==> src/rtl/arb_pkg.sv <==
// Shared types and sizing for the grant arbiter and its selector.
// Holds the FSM state enum, default widths and a pointer-width helper.
package arb_pkg;

  typedef enum logic [1:0] {
    IDLE,
    LOAD,
    WAIT,
    GRANT
  } arb_state_e;

  localparam int ARB_N   = 4;
  localparam int ARB_P   = 16;
  localparam int ARB_TMO = 255;

  function automatic int ptr_w(input int n);
    return (n > 1) ? $clog2(n) : 1;
  endfunction

  localparam int ARB_W  = $clog2(ARB_P);
  localparam int ARB_PW = ptr_w(ARB_N);

endpackage

==> src/rtl/rr_pick.sv <==
// Rotating priority encoder: first set bit of req at or above ptr, wrapping.
// Ports: req (N), ptr (PW) in; idx (PW) winner, found (any req set) out.
module rr_pick
  import arb_pkg::*;
#(
  parameter int N  = ARB_N,
  parameter int PW = ptr_w(N)
) (
  input  logic [N-1:0]  req,
  input  logic [PW-1:0] ptr,
  output logic [PW-1:0] idx,
  output logic          found
);

  localparam int SW = PW + 1;

  logic [SW-1:0] pos;

  // Scan offsets from far to near so the
  // nearest set bit above ptr is written last.
  always_comb begin
    idx   = '0;
    pos   = '0;
    found = |req;
    for (int k = N - 1; k >= 0; k--) begin
      pos = {1'b0, ptr} + SW'(k);
      if (pos >= SW'(N)) begin
        pos = pos - SW'(N);
      end
      if (req[pos[PW-1:0]]) begin
        idx = pos[PW-1:0];
      end
    end
  end

endmodule

==> src/rtl/rr_gnt_arb.sv <==
// Round-robin grant stage behind the priority selector: load, wait, grant.
// Ports: clk, reset(n), req_pending, ready, req_in, prio_in, done in;
//        update, gnt, gnt_valid, gnt_prio, tmo_err out (all registered).
module rr_gnt_arb
  import arb_pkg::*;
#(
  parameter int N   = ARB_N,
  parameter int P   = ARB_P,
  parameter int TMO = ARB_TMO
) (
  input  logic                    clk,
  input  logic                    reset,
  input  logic                    req_pending,
  output logic                    update,
  input  logic                    ready,
  input  logic [N-1:0]            req_in,
  input  logic [N*$clog2(P)-1:0]  prio_in,
  input  logic                    done,
  output logic [N-1:0]            gnt,
  output logic                    gnt_valid,
  output logic [$clog2(P)-1:0]    gnt_prio,
  output logic                    tmo_err
);

  localparam int W  = $clog2(P);
  localparam int PW = ptr_w(N);
  localparam int CW = $clog2(TMO + 1);

  arb_state_e    state, state_n;
  logic [PW-1:0] ptr, ptr_n;
  logic [PW-1:0] gidx, gidx_n;
  logic [CW-1:0] cnt, cnt_n;

  logic          update_n;
  logic [N-1:0]  gnt_n;
  logic          gnt_valid_n;
  logic [W-1:0]  gnt_prio_n;
  logic          tmo_err_n;

  logic [PW-1:0] pick_idx;
  logic          pick_found;
  logic [W-1:0]  pick_prio;
  logic [PW-1:0] ptr_adv;

  rr_pick #(
    .N  (N),
    .PW (PW)
  ) u_pick (
    .req   (req_in),
    .ptr   (ptr),
    .idx   (pick_idx),
    .found (pick_found)
  );

  always_comb begin
    pick_prio = '0;
    for (int i = 0; i < N; i++) begin
      if (PW'(i) == pick_idx) begin
        pick_prio = prio_in[i*W +: W];
      end
    end
  end

  // Explicit wrap keeps non-power-of-two N correct.
  always_comb begin
    if (gidx == PW'(N - 1)) begin
      ptr_adv = '0;
    end else begin
      ptr_adv = gidx + PW'(1);
    end
  end

  always_ff @(posedge clk) begin
    if (!reset) begin
      state     <= IDLE;
      ptr       <= '0;
      gidx      <= '0;
      cnt       <= '0;
      update    <= 1'b0;
      gnt       <= '0;
      gnt_valid <= 1'b0;
      gnt_prio  <= '0;
      tmo_err   <= 1'b0;
    end else begin
      state     <= state_n;
      ptr       <= ptr_n;
      gidx      <= gidx_n;
      cnt       <= cnt_n;
      update    <= update_n;
      gnt       <= gnt_n;
      gnt_valid <= gnt_valid_n;
      gnt_prio  <= gnt_prio_n;
      tmo_err   <= tmo_err_n;
    end
  end

  always_comb begin
    state_n     = state;
    ptr_n       = ptr;
    gidx_n      = gidx;
    cnt_n       = cnt;
    gnt_n       = gnt;
    gnt_valid_n = gnt_valid;
    gnt_prio_n  = gnt_prio;
    tmo_err_n   = 1'b0;

    unique case (state)
      IDLE: begin
        if (req_pending) begin
          state_n = LOAD;
        end
      end
      LOAD: begin
        state_n = WAIT;
      end
      WAIT: begin
        if (ready) begin
          if (pick_found) begin
            gnt_n       = N'(1) << pick_idx;
            gnt_prio_n  = pick_prio;
            gnt_valid_n = 1'b1;
            gidx_n      = pick_idx;
            cnt_n       = '0;
            state_n     = GRANT;
          end else begin
            state_n = IDLE;
          end
        end
      end
      GRANT: begin
        cnt_n = cnt + CW'(1);
        // done wins over a simultaneous watchdog expiry.
        if (done) begin
          gnt_n       = '0;
          gnt_valid_n = 1'b0;
          ptr_n       = ptr_adv;
          cnt_n       = '0;
          state_n     = req_pending ? LOAD : IDLE;
        end else if (cnt == CW'(TMO)) begin
          gnt_n       = '0;
          gnt_valid_n = 1'b0;
          ptr_n       = ptr_adv;
          cnt_n       = '0;
          tmo_err_n   = 1'b1;
          state_n     = IDLE;
        end
      end
      default: begin
        state_n = IDLE;
      end
    endcase

    update_n = (state_n == LOAD);
  end

endmodule

==> config.mk <==
export PLATFORM = sky130hd
export DESIGN_NAME = rr_gnt_arb
export DESIGN_NICKNAME = d
export VERILOG_FILES = /design/src/rtl/arb_pkg.sv /design/src/rtl/rr_pick.sv /design/src/rtl/rr_gnt_arb.sv
export SDC_FILE = /design/constraint.sdc
export NUM_CORES = 1
export LEC_CHECK = 0
export CORE_UTILIZATION = 49
export CTS_CLUSTER_SIZE = 14
export DETAILED_ROUTE_END_ITERATION = 8
export PLACE_DENSITY = 0.84
export SETUP_SLACK_MARGIN = 0.3
export SLEW_MARGIN = 20
export SYNTH_ARGS = -nofsm -noshare
export SYNTH_HDL_FRONTEND = slang
export SYNTH_SLANG_ARGS = --single-unit
==> constraint.sdc <==
create_clock -name clk -period 4.8 [get_ports clk]
set_input_delay 1.2 -clock clk [delete_from_list [all_inputs] [get_ports clk]]
set_output_delay 1.2 -clock clk [all_outputs]
set_load 0.05 [all_outputs]
==> results_dict.tcl <==
set metrics [dict create \
    outcome "completed" \
    worst_pin_slew_ns 1.08 \
    whs_path_depth 1 \
    rsz0062_at_grt "false" \
    crit_family "simple AND/OR/NAND/NOR gates" \
    reg2reg_depth 5 \
    grt_pass1_wl_mm 4.53 \
    period_needed_ns 3.03 \
    grt_remaining_overflow 0 \
    leakagePower_uw 0.000563 \
    cts-root-buf "clkbuf_4" \
    ys_ff_latch 25 \
    synth_mux_area_share_pct 7.59 \
    synth-compound-area-share_pct 21.4 \
    die_y_um 51.2 \
    cp_max_fo 12 \
    cts_made_buffers 3 \
    slowest_delay_ns 0.82 \
    hpwl_mm 2.12 \
    intPower_uw 283 \
    synth_warnings 0 \
    crit_chain "clkdlybuf4s50_1 > mux2i_1 > o22ai_1 > nor2_1 > mux2i_1 > o221ai_1" \
    cts.repair.resized 0 \
    grt_pass1_vias 1073 \
    ys.flop_type "dfxtp_1" \
    vias 1113 \
    syn_area_um2 1190 \
    ant_nets 0 \
    drive_above_1_share_pct 4.73 \
    crit_slowest_cell "nor2_1" \
    antenna_found_initial 0 \
    ctsHoldBuffers 0 \
    h-tree-depth 1 \
    start_util_pct 52.7 \
    rrSetupSlack_ns 2.66 \
    finalWirelength_mm 2.71 \
    clock_skew_ns 0.00978 \
    wl_per_cell_um 13.8 \
    synth.avg_cell_area_um2 9.00 \
    first_pass_iters 4 \
    io_pins 36 \
    cts_sinks 25 \
    grt_max_degree 14 \
    core_region_area_um2 2250 \
    finalNetCount 197 \
    power_frac_clock_pct 23.4 \
    die_area_um2 2620 \
    synth_top_area_share_pct 42.1 \
    p_per_area_nw_per_um2 245 \
    p_sw_uw 105 \
    cts_tree "done" \
    slew_violations 0 \
    drv_cap 0 \
    setup_viol 0 \
    drcViolationCount 0 \
    clk_latency_ns 0.31 \
    insertedDiodeCount 0 \
    synthSimpleGateAreaFrac_pct 19.8 \
    syn_nets 159 \
    drt_iter0_markers 23 \
    clk_pin_slew_ns 0.12 \
    crit_buf_inv 1 \
    totalPowerFinal_uw 388 \
    fin_crit_sh_pct 63.2 \
    seqPwrFrac_pct 56.5 \
    crit_path_end_kind "flip-flop" \
    grtUsageTotal_pct 22.8 \
    synth_top_family_by_area "compound AO/OA/AOI/OAI gates" \
    synth-adder-area-share_pct 2.11 \
    post_cts_buffers 0 \
    synthCells 132 \
    cp_num_cells 6 \
    routabilityCongestion 0.831 \
    min_path_type "flip-flop to flip-flop" \
    setup.worst_path.start_class "primary input" \
    die_width_um 51.2 \
    switching_share_pct 27.0 \
    combPwrFrac_pct 20.1 \
    maxSlewHeadroom_pct 27.7 \
    rows 17 \
    ir_drop_mv 0.240 \
    setup_tns_ns 0 \
    hold_viol 0 \
    areaGrowthSynthToFinish_pct 33.7 \
    required_ns 4.98 \
    via_per_inst 5.65 \
    timing.fmax_ghz 0.330 \
    holdWs_ns 0.470 \
    synth_edf_count 0 \
    synth_cell_type_count 36 \
    port_buffers 35 \
    async_reset_ff_share_pct 0 \
    crit_arrival_ns 3.21 \
    worst-setup-path-type "primary input to flip-flop" \
    ys_seq_area_share_pct 42.1 \
    synth.area.top_cells "dfxtp_1, mux2i_1, nor2_1" \
    crit_path_frequent_cell "mux2i_1" \
    synth_xor_area_share_pct 4.43 \
    synth_area_leader_cell "dfxtp_1" \
    clock_path_buffers 2 \
]
## sequential cells by signal, indices dropped and copies added (netlist names)
signal     cells
cnt            8
gnt            4
gnt_prio       4
gidx           2
ptr            2
state          2
gnt_valid      1
tmo_err        1
update         1
## layer usage
| layer | share of wire, % | GRT usage [%] | up-vias | wire [µm] |
|---|---|---|---|---|
| met1 | 46 | 28.3 | 522 | 1250 |
| met4 | 1.0 | 6.31 | 0 | 28 |
| met5 | 0 | 0 | - | 0 |
| li1 | - | - | 565 | - |
| met3 | 3.5 | 4.76 | 4 | 96 |
| met2 | 49 | 39.7 | 22 | 1330 |
## metrics by stage
stage               instance area (µm²)  cells  setup slack [ns]  utilization, %
global route                       1590    197              1.60            70.4
detailed placement                 1560    193              1.46            69.3
CTS                                1590    197              1.78            70.4
finish                             1590    197              1.77            70.4
floorplan                          1190    132              2.46               -
global placement                   1560    193              1.58            69.3
## layout by cell type, fill, tap and decap left out, drive strengths merged, types with 3 or more instances in the layout
cell type	Yosys	routed
clkdlybuf4s50	0	35
dfxtp	25	25
clkbuf	1	4
a21oi	9	9
a32o	4	4
nor2	14	14
o22ai	3	3
xnor2	3	3
mux2i	9	9
o221ai	4	4
o21ai	6	6
xor2	3	3
and3	3	3
nand4	3	3
inv	5	5
nand2	11	11
nand3	9	9
## kinds of logic (layout without fill, tap and decap cells)
kind of cell	Yosys count	count (layout)
simple gates	48	48
compound gates	35	35
flops	25	25
mux	9	9
buf+inv	7	44
xor+xnor	6	6
fa+ha+maj	2	2
## cell type report
type	count	area, µm²
Clock buffer	4	26.3
Fill cell	187	667
Inverter	5	18.8
Multi-Input combinational cell	100	657
Sequential cell	25	500
Tap cell	28	35.0
Timing Repair Buffer	35	350
## power groups by stage
stage | clock, µW | sequential [µW] | combinational [µW]
final | 90.8 | 220 | 78.1
after global routing | 99.7 | 221 | 83.7
after CTS | 92.3 | 219 | 78.0
after detailed placement | 0 | 224 | 77.6
after global placement | 0 | 224 | 75.6
after floorplan | 0 | 234 | 32.1
## synth_stat cells (all sizes together) (2+ instances only)
library cell and n:
a211oi 2, a21oi 9, a32o 4, and3 3
dfxtp 25, ha 2, inv 5, mux2i 9
nand2 11, nand3 9, nand4 3, nor2 14
nor3 2, o21a 2, o21ai 6, o221ai 4
o22ai 3, xnor2 3, xor2 3
## worst paths after layout
kind                                 from     endpoint
worst min-delay path            gnt_valid    gnt_valid
worst min register to register  gnt_valid    gnt_valid
worst max-delay path            req_in[0]  gnt_prio[1]
worst max register to register     ptr[1]  gnt_prio[1]
No activity file was read; power rests on OpenSTA's default activity.
==> edit: new RTL, same flow settings <==
Put one more register stage on the output `tmo_err`, cleared by the reset. The value now appears one clock later. The other outputs are not delayed to match. Comments in the files are not updated.
--- a/src/rtl/rr_gnt_arb.sv
+++ b/src/rtl/rr_gnt_arb.sv
@@ -25,6 +25,8 @@
   localparam int W  = $clog2(P);
   localparam int PW = ptr_w(N);
   localparam int CW = $clog2(TMO + 1);
+
+  logic tmo_err_s0;
 
   arb_state_e    state, state_n;
   logic [PW-1:0] ptr, ptr_n;
@@ -80,7 +82,7 @@
       gnt       <= '0;
       gnt_valid <= 1'b0;
       gnt_prio  <= '0;
-      tmo_err   <= 1'b0;
+      tmo_err_s0 <= 1'b0;
     end else begin
       state     <= state_n;
       ptr       <= ptr_n;
@@ -90,7 +92,7 @@
       gnt       <= gnt_n;
       gnt_valid <= gnt_valid_n;
       gnt_prio  <= gnt_prio_n;
-      tmo_err   <= tmo_err_n;
+      tmo_err_s0 <= tmo_err_n;
     end
   end
 
@@ -153,5 +155,13 @@
     update_n = (state_n == LOAD);
   end
 
+  always_ff @(posedge clk) begin
+    if (!reset) begin
+      tmo_err <= '0;
+    end else begin
+      tmo_err <= tmo_err_s0;
+    end
+  end
+
 endmodule
 
Check against the original RTL: no difference found for any inputs over 10 cycles, from zero or initial values and one cycle with reset low; that may be too few to reach the edited logic, so the function may still have changed.
==> edit against the unedited design <==
  * Routed wire length increased by 1.1%
  * Clock power about the same
  * Worst setup slack improved by 0.27 ns
  * Critical endpoint is now gnt_prio[3]
  * Power increased by 1.7%
  * Area after synthesis increased by 8.0%
  * First-iteration DRC count decreased by 30%
  * Design area increased by 4.6%
  * Sequential cell count increased by 1
==> edit: results (changes against the unedited design) <==
metric;value;unit;change
synth_fp_nets;165;;was 159
seq_area_frac_synth;0.406;;was 0.421
track_usage;0.221;;was 0.228
cts_buffers;3;;unchanged
yosys-top-cells-area;dfxtp_1 41%, mux2i_1 7.8%, nor2_1 3.8%, nand2_1 3.5%, o21a_1 3.5%;;was dfxtp_1 42%, mux2i_1 7.6%, nor2_1 4.1%, a21oi_1 3.8%, nand3_1 3.8%
hold_start;tmo_err_s0;;was gnt_valid
r2r_cells;5;;unchanged
cts_htree_levels;1;;unchanged
whs_endpoint;tmo_err;;was gnt_valid
r2r_start;ptr[1];;unchanged
regMostFlops;cnt;;unchanged
syn_avg_cell_area;9.29;um2;was 9.00 um2
finalSetupTns;0;ns;unchanged
critPathArrivalTime;2.96;ns;was 3.21 ns
drt-total-wl;2740;um;was 2710 um
ys_warn_count;0;;unchanged
synthMuxAreaShare;0.0780;;was 0.0759
synth_adder_area_share;0.0195;;was 0.0211
antenna_found_initial;0;;unchanged
place_hpwl;2130;um;was 2120 um
reg_top3;cnt x8, gnt x4, gnt_prio x4;;unchanged
grt_max_degree;15;;was 14
rrSetupSlack;2.93;ns;was 2.66 ns
numPortBuffers;35;;unchanged
slew_headroom;0.545;;was 0.277
root_buffer;clkbuf_4;;unchanged
async_reset_ff_frac;0;;unchanged
p_leak;0.614;nW;was 0.563 nW
via_per_inst;5.68;;was 5.65
dr.pass1.iters;4;;unchanged
clockBufferDepth;2;;unchanged
yosys.area_share.xor_xnor;0.0410;;was 0.0443
grt_pass1_vias;1074;;was 1073
holdWs;0.462;ns;was 0.470 ns
startpoint;req_in[0];;unchanged
r2r_end;gnt_prio[3];;was gnt_prio[1]
status;finished, final reports clean;;unchanged
synth_compound_area_frac;0.159;;was 0.214
ys.flop_type;dfxtp_1;;unchanged
hp-class;register to register;;unchanged
grt_pass1_wl;4540;um;was 4530 um
ctsResizeCount;0;;unchanged
diodes;0;;unchanged
drive_above_1_share;0.0814;;was 0.0473
crit_fanout;13;;was 12
synth_cell_types;38;;was 36
place_inst;199;;was 193
vdd_drop_max;0.000156;V;was 0.000240 V
netlist_top_cells_count;26 x dfxtp_1, 13 x nor2_1, 12 x nand2_1, 10 x mux2i_1, 8 x a21oi_1;;was 25 x dfxtp_1, 13 x nor2_1, 11 x nand2_1
clock_skew;0.00591;ns;was 0.00978 ns
wl_per_cell;13.6;um;was 13.8 um
cts_setup_buffers;0;;unchanged
min_path_cells;1;;unchanged
gp_congestion;0.754;;was 0.831
drt-initial-drc-count;16;;was 23
[edit: cell type report]
cell class,instances,area [um2]
sequential,26,520
inverter,2,7.51
fill,231,816
tap,30,37.5
clock buffer,3,22.5
timing repair buffer,35,350
multi-input combinational,106,723
[edit: power breakdown]
part | internal, mW | switching, mW
registers | 0.222 | 0.00503
logic | 0.0374 | 0.0398
clock network | 0.0294 | 0.0614
[edit: cells by family (layout without fill, tap and decap cells)]
logic type,after synthesis,in the layout
adder cells (fa/ha/maj),2,2
multiplexers,10,10
AO/OA/AOI/OAI,29,29
AND/OR/NAND/NOR,59,59
XOR/XNOR,6,6
buffers and inverters,6,40
flip-flops,26,26
[edit: through the flow]
stage / power [mW] / cell area, um2 / setup WS, ns
detailed placement: 0.309 / 1640 / 1.69
finish: 0.395 / 1660 / 2.04
global placement: 0.306 / 1640 / 1.83
floorplan: 0.275 / 1280 / 2.56
CTS: 0.399 / 1660 / 2.04
global route: 0.413 / 1660 / 1.91
[edit: metal layers]
metal	GRT usage	vias up	share of wire	wire [um]
met3	0.0374	4	0.047	128
li1	-	581	-	-
met5	0	-	0	0
met2	0.386	36	0.49	1330
met4	0.0789	0	0.011	29
met1	0.269	527	0.46	1250
[edit: critical path: stages]
cell,delay [ns]
clkdlybuf4s50_1,0.52
mux2i_1,0.18
o22ai_1,0.11
nor2_2,0.54
mux2i_1,0.27
o221ai_1,0.14
[edit: how the worst max path moves through the flow]
stage	to	slack (ns)	cells after the start
after floorplan	cnt[7]	2.56	5
after global placement	gnt_prio[2]	1.83	6
after detailed placement	gnt_prio[3]	1.69	6
after CTS	gnt_prio[3]	2.04	6
after global routing	gnt_prio[3]	1.91	6
final	gnt_prio[3]	2.04	6
